File: config.mk
export PLATFORM = sky130hd
export DESIGN_NAME = btb_upd_sched
export DESIGN_NICKNAME = d
export VERILOG_FILES = /design/src/rtl/btb_pkg.sv /design/src/rtl/btb_upd_fifo.sv /design/src/rtl/btb_upd_sched.sv
export SDC_FILE = /design/constraint.sdc
export NUM_CORES = 1
export LEC_CHECK = 0
export BUFFER_PORTS_ARGS = -buffer_cell sky130_fd_sc_hd__buf_4
export CAP_MARGIN = 20
export CORE_MARGIN = 2
export CORE_UTILIZATION = 50
export DETAILED_ROUTE_END_ITERATION = 6
export PLACE_DENSITY = 0.82
export SETUP_SLACK_MARGIN = 0.2
export SLEW_MARGIN = 10
export SYNTH_ARGS = -nofsm -noshare
export SYNTH_HDL_FRONTEND = slang
export SYNTH_HIERARCHICAL = 1
export SYNTH_SLANG_ARGS = --single-unit
File: constraint.sdc
create_clock -name clk -period 3.2 [get_ports clk]
set_input_delay 0.64 -clock clk [delete_from_list [all_inputs] [get_ports clk]]
set_output_delay 0.64 -clock clk [all_outputs]
set_load 0.005 [all_outputs]
File: src/rtl/btb_pkg.sv
// Types and constants shared by the BTB and its update scheduler.
package btb_pkg;

    localparam int SETW = 3;
    localparam int SETS = 1 << SETW;

    typedef struct packed {
        logic [29:0] pc;
        logic        taken;
        logic [31:0] target;
    } upd_entry_t;

    typedef enum logic [1:0] {
        IDLE  = 2'd0,
        WAIT  = 2'd1,
        STEAL = 2'd2
    } upd_state_t;

endpackage

File: src/rtl/btb_upd_fifo.sv
// Synchronous FIFO of pending BTB updates with flush and an occupancy counter.
module btb_upd_fifo #(
    parameter int DEPTH = 4,
    parameter int CW    = $clog2(DEPTH) + 1
) (
    input  logic                clk,
    input  logic                rst,
    input  logic                flush,
    input  logic                push,
    input  btb_pkg::upd_entry_t push_data,
    input  logic                pop,
    output btb_pkg::upd_entry_t head,
    output logic                empty,
    output logic                full,
    output logic [CW-1:0]       count
);
    import btb_pkg::upd_entry_t;

    localparam int AW = $clog2(DEPTH);

    upd_entry_t    mem [DEPTH];
    logic [AW-1:0] wr_ptr;
    logic [AW-1:0] rd_ptr;
    logic          push_ok;
    logic          pop_ok;

    assign empty   = (count == '0);
    assign full    = (count == CW'(DEPTH));
    assign push_ok = push & !full & !flush;
    assign pop_ok  = pop & !empty & !flush;
    assign head    = mem[rd_ptr];

    always_ff @(posedge clk) begin
        if (rst || flush) begin
            wr_ptr <= '0;
            rd_ptr <= '0;
            count  <= '0;
        end else begin
            if (push_ok) wr_ptr <= wr_ptr + AW'(1);
            if (pop_ok)  rd_ptr <= rd_ptr + AW'(1);
            count <= count + CW'(push_ok) - CW'(pop_ok);
        end
    end

    // Storage needs no reset: nothing reads an entry before it is written.
    always_ff @(posedge clk) begin
        if (push_ok) mem[wr_ptr] <= push_data;
    end

endmodule

File: src/rtl/btb_upd_sched.sv
// Holds resolved-branch BTB updates until the fetch PC hits the same set,
// stealing a fetch cycle when the head has waited too long.
module btb_upd_sched #(
    parameter int DEPTH    = 4,
    parameter int SETW     = 3,
    parameter int WAIT_MAX = 4
) (
    input  logic                     clk,
    input  logic                     rst,
    input  logic                     flush,
    input  logic                     in_valid,
    output logic                     in_ready,
    input  logic [31:0]              in_pc,
    input  logic                     in_taken,
    input  logic [31:0]              in_target,
    input  logic [31:0]              fetch_pc,
    output logic                     steal_req,
    output logic [31:0]              steal_pc,
    output logic                     update_en,
    output logic [29:0]              update_pc,
    output logic                     actual_taken,
    output logic [31:0]              update_target,
    output logic [$clog2(DEPTH):0]   count,
    output logic [1:0]               dbg_state
);
    import btb_pkg::upd_entry_t, btb_pkg::upd_state_t;
    import btb_pkg::IDLE, btb_pkg::WAIT, btb_pkg::STEAL;

    localparam int CW = $clog2(DEPTH) + 1;

    // Handshake: an entry transfers on a posedge where in_valid and in_ready
    // are both high and flush is low; in_ready depends only on fullness.
    upd_entry_t head;
    upd_entry_t entry_in;
    upd_state_t state;
    logic [3:0] wait_cnt;
    logic       empty;
    logic       full;
    logic       push_ok;
    logic       match;
    logic       remain;
    logic       unused_bits;

    assign entry_in  = '{pc: in_pc[31:2], taken: in_taken, target: in_target};
    assign push_ok   = in_valid & !full & !flush;
    assign in_ready  = !full;
    assign match     = !empty & (fetch_pc[SETW+1:2] == head.pc[SETW-1:0]);
    assign update_en = match & !flush & !rst;
    assign steal_req = (state == STEAL) & !flush;
    // Whether anything is left after this edge's pop (a same-cycle push counts).
    assign remain    = push_ok | (count > CW'(1));
    assign dbg_state = state;

    assign update_pc     = empty ? '0 : head.pc;
    assign actual_taken  = empty ? 1'b0 : head.taken;
    assign update_target = empty ? '0 : head.target;
    assign steal_pc      = empty ? '0 : {head.pc, 2'b00};

    assign unused_bits = ^{in_pc[1:0], fetch_pc[31:SETW+2], fetch_pc[1:0]};

    btb_upd_fifo #(.DEPTH(DEPTH), .CW(CW)) u_fifo (
        .clk       (clk),
        .rst       (rst),
        .flush     (flush),
        .push      (push_ok),
        .push_data (entry_in),
        .pop       (update_en),
        .head      (head),
        .empty     (empty),
        .full      (full),
        .count     (count)
    );

    always_ff @(posedge clk) begin
        if (rst || flush) begin
            state    <= IDLE;
            wait_cnt <= '0;
        end else begin
            case (state)
                IDLE: begin
                    if (!empty) begin
                        state    <= (update_en && !remain) ? IDLE : WAIT;
                        wait_cnt <= '0;
                    end
                end
                WAIT: begin
                    if (update_en) begin
                        state    <= remain ? WAIT : IDLE;
                        wait_cnt <= '0;
                    end else if (wait_cnt == 4'(WAIT_MAX - 1)) begin
                        state    <= STEAL;
                        wait_cnt <= '0;
                    end else begin
                        wait_cnt <= wait_cnt + 4'd1;
                    end
                end
                STEAL: begin
                    // Without a match the fetch side ignored the steal; keep asking.
                    if (update_en) begin
                        state    <= remain ? WAIT : IDLE;
                        wait_cnt <= '0;
                    end
                end
                default: begin
                    state    <= IDLE;
                    wait_cnt <= '0;
                end
            endcase
        end
    end

endmodule

# == Word level (Yosys, flattened, before mapping) ==
# Memory sizes are Yosys's and may differ from the RTL's. A register that Yosys moved wholly into a read port is not among the register bits.
# Cells that the tools add are included.
# classes
n_addsub,5
multipliers,0
div,0
order_cmp,1
eq_ne,8
shifts,0
muxes,20
n_bitwise,11
n_reduce_logical,11
# op_table
op,count
$mux 32,2
$mux 30,1
$mux 4,4
$mux 2,6
$pmux 4 s3,1
$and 1x1->1,10
$pmux 2 s3,1
$logic_not 1->1,5
$mux 1,5
$add 2x1->2 const B,2
$add 4x1->4 const B,1
$eq 4x2->1 const B,1
$ne 2x2->1 const B,2
$add 3x1->3,1
$eq 3x3->1,1
$eq 3x3->1 const B,1
$gt 3x1->1 const B,1
$logic_not 3->1,1
$ne 3x3->1 const B,1
$reduce_and 3->1,1
$sub 3x1->3,1
$eq 2x1->1 const B,1
$eq 2x2->1 const B,1
$logic_not 2->1,1
other kinds (4),4
# word_totals
register_bits,13
latchBits,0
ram_bits,252
rom_bits,0
input_bits,101
output_inout_bits,103
mem_count,1
# memory_table
memory,words,word_bits,read_ports,rd_clocked_by_memory_dff,write_ports,line,rtl
u_fifo.mem,4,63,1,1,1,btb_upd_fifo.sv:21,upd_entry_t mem [DEPTH];

# == Longest topological paths before layout ==
# logic_depth
word_depth,10
mapped_depth,14
depth_no_buf,13

# == Modules after synthesis ==
# The synthesis kept the hierarchy.
# by_module_without_submodules
module,instances,cells_each,area_each_um2
btb_upd_fifo,1,380,9582.9
btb_upd_sched,1,146,1062.3

# == Worst setup path after synthesis ==
# No wires, ideal clock.
# synth_timing
path_kind,register -> register
start,reg u_fifo.count[1]
end,"mem u_fifo/mem[0][0] in the netlist's numbering, enable pin"
arrival_time_ns,2.913
setup_slack_ns,-0.141
stages_incl_launch_ff,7
n_path_buf,0
synth_period_minus_slack_ns,3.341
cell_sequence,dfxtp_1 > or3b_4 > clkinv_2 > nor3b_1 > inv_1 > nor3_2 > and2_1
# synth_between
elab_chain_len,8
# synth_rtl
element,line,rtl
"start, declared",btb_upd_fifo.sv:15,output logic [CW-1:0] count
"start signal, assigned",btb_upd_fifo.sv:41,count <= count + CW'(push_ok) - CW'(pop_ok);
$eq 3x3->1,btb_upd_fifo.sv:28,assign full = (count == CW'(DEPTH));
named net full,btb_upd_sched.sv:38,logic full;
$logic_not 1->1,btb_upd_sched.sv:45,assign push_ok = in_valid & !full & !flush;
$and 1x1->1 (2 in a row),btb_upd_sched.sv:45,
named net push_ok,btb_upd_sched.sv:39,logic push_ok;
$and 1x1->1 (2 in a row),btb_upd_fifo.sv:29,assign push_ok = push & !full & !flush;
$mux 1,btb_upd_fifo.sv:47,if (push_ok) mem[wr_ptr] <= push_data;
$mux 1 (not written as such),btb_upd_fifo.sv:47,
"end, declared",btb_upd_fifo.sv:21,
# The timed path passes the listed nets, and every way through them passes these cells.

==> out/qor.csv <==
metric,value,unit
filler cell count,1436,
Max Buffers Root-to-Sink,3,
Multi-input gate area,0.00242,sq mm
vias in the first global route,5751,
area share of xor/xnor cells in the synthesized design,0.729,%
setup ws final,230,ps
CTS tree,built,
Initial Utilization,50.8,%
crit path kind,flip-flop to flip-flop,
syn avg cell area,20.2,sq um
placed instance count,936,
main area contributors after synthesis,"edfxtp_1 71%, mux4_2 13%, nor2b_1 3.9%",
Synth Area in Adders,1.01,%
htree depth,1,
Gate Count Post-Synth,526,
Critical path buffers and inverters,1,
Reg2Reg Setup Slack,230,ps
Port Buffer Count,170,
total grt overflow,0,
Post-Synth Simple-Gate Area,5.92,%
Ys Warns,6,
Slew HR,61.7,%
minimum clock period,2970,ps
initial DRC count,226,
Hold Crit Depth,1,
final hold slack,319,ps
IO Pins,204,
pwr dens,538,mW/mm^2
Setup Viol. Count Final,0,
Root Buffer,clkbuf_16,
Reg2Reg Depth,12,
Layout area overhead,22.7,%
Post-CTS Hold Fix Bufs,0,
distinct cell type count after synthesis,39,
Skew-Pair Late Insertion Delay,510,ps
post-DP HPWL,12500,microns
CP Depth,12,
Setup WS pre-CTS,128,ps
Core Region,0.0210,sq mm
clk slew on worst S/H paths,60,ps
P_leak,4.49,nW
CP Launch Type,flip-flop,
worst min path class,input port to flip-flop,
Clock Sink Count,267,
Max Clock Freq,0.337,GHz
CP Capture Type,flip-flop,
Async SR Flop Fraction,0,%
WL final,20400,microns
# rows,53,
worst-path fanout max,5,
Final Skew,9.97,ps
Avg WL per Cell,20.6,microns
largest net degree at the start of global routing,66,
ys flop type,edfxtp_1,
1st-pass router iterations,4,
number of synthesized flops with an enable pin,252,
Die Span Y,150,microns
"count leader, synth",edfxtp_1,
first-pass GRT wire length,31200,microns
"Seq/Total Area, Yosys",73.9,%
"slowest stage delay, CP",580,ps
Placer Congestion,0.837,
final hold viol count,0,
fin crit share,92.8,%
Max Slew Vio Count,0,
Nets,808,
total CTS buffers,27,
mux cell area share after synthesis,13.5,%
Die Wd,150,microns
drt via density,5.40,
end of the worst register-to-register path,u_fifo/count[2],
fraction of layout cells with a size suffix above 1,44.6,%
Synth top area share,71.1,%
leading area contributor after synthesis,edfxtp_1,
initial antenna violation count,0,
cell mode on critical path,xnor2_1,
ANT cells,0,
Compound-Gate Fraction of Synth Area,0.940,%
mapped cell area,0.0106,sq mm
CP arrival,3400,ps
maxcap violations,0,
final cell count without fillers,992,
Sum Neg Setup Slack,0,ps
cell family with most CP delay,adder cells,
DRC violations left,0,
worst vdd ir,0.444,mV
Die ar.,0.0225,sq mm
critical path cell sequence,"mux4_2, xor2_4, nor4_4, o31ai_4, nor2_1, ha_1, inv_2, ha_2, fa_2, xnor2_1, xnor2_1, nor3_1",
status,completed,
Slew @ Worst Pin,567,ps
slowest library cell on the worst path,mux4_2,
largest family of logic cells by synthesized area,multiplexers,
Commonest cells post-synth,"252 x edfxtp_1, 66 x nor2b_1, 63 x mux4_2",
number of synthesized register bits,267,
RSZ-0062 raised after global routing,true,
"Req. time, crit path",3630,ps
via count,5360,
Sequential Area,0.00788,sq mm
GRT Overall Usage,18.2,%
Post-DRT Antenna Nets,0,
Setup crit end,u_fifo/count[2],
==> timing repair <==
item                                   CTS  global route
buffers inserted                         7             2
gates resized for setup                  7             6
setup endpoints to repair               50            72
endpoints found under the hold margin    0             0
pin swaps                                1             1
gates cloned                             0             0
==> through the flow <==
stage | power [mW] | area, sq um | utilization, %
3_3_place_gp | 4.14 | 12100 | 57.7
4_1_cts | 7.09 | 13000 | 62.2
3_5_place_dp | 4.16 | 12100 | 57.7
5_1_grt | 7.25 | 13100 | 62.3
2_1_floorplan | 4.01 | 10700 | -
6_report | 7.03 | 13100 | 62.3
==> sequential cells by signal, summed over array words and instances (netlist names), named ones only <==
register       cells
u_fifo/wr_ptr      2
dbg_state          2
u_fifo/rd_ptr      2
u_fifo/mem       252
u_fifo/count       3
wait_cnt           4
==> power breakdown <==
| part | internal, mW | switching, mW | leakage (nW) | total, mW |
|---|---|---|---|---|
| logic | 0.119 | 0.107 | 1.67 | 0.227 |
| registers | 3.85 | 0.00850 | 2.40 | 3.86 |
| clock network | 1.70 | 1.24 | 0.411 | 2.94 |
==> per-layer routing <==
metal / global-route usage (%) / wire length [microns] / vias to the layer above / part of all wire, %
met1: 24.1 / 8210 / 2766 / 40
met2: 31.4 / 10400 / 185 / 51
met3: 3.81 / 1430 / 32 / 7.0
met4: 4.34 / 346 / 0 / 1.7
li1: - / - / 2377 / -
met5: 0 / 0 / - / 0
==> cells in the final DEF, fill, tap and decap left out, drive strengths merged, types with 3 or more instances in the layout <==
cell	n
nor3b	3
nor3	7
o21ai	4
and2	6
inv	10
nand3	3
xor2	5
buf	196
a22oi	3
clkbuf	29
nor2	8
clkinv	15
dfxtp	15
edfxtp	252
xnor2	3
ha	7
nor2b	66
mux4	63
==> final cells by class <==
cell class / instances / area share (%)
Sequential cell: 267 / 60.3
Multi-Input combinational cell: 197 / 18.5
Timing Repair Buffer: 196 / 11.9
Clock buffer: 29 / 5.23
Tap cell: 275 / 2.63
Clock inverter: 18 / 1.17
Inverter: 10 / 0.297
==> cells by family (layout without fill, tap and decap cells) <==
group / after synthesis / after routing
flops: 267 / 267
fa+ha+maj: 8 / 8
simple gates: 100 / 100
mux: 65 / 65
xor+xnor: 8 / 8
other cells: 1 / 2
compound gates: 14 / 14
buf+inv: 63 / 253
==> worst min path at each step <==
stage,from,to,slack [ps]
2_1_floorplan,u_fifo/wr_ptr[0],u_fifo/wr_ptr[0],490
3_3_place_gp,u_fifo/wr_ptr[0],u_fifo/wr_ptr[0],500
3_5_place_dp,u_fifo/wr_ptr[1],u_fifo/wr_ptr[1],540
4_1_cts,in_target[4],u_fifo/mem[1][4],300
5_1_grt,in_pc[19],u_fifo/mem[1][50],300
6_report,in_pc[7],u_fifo/mem[0][38],320
No activity file was read; power rests on OpenSTA's default activity.
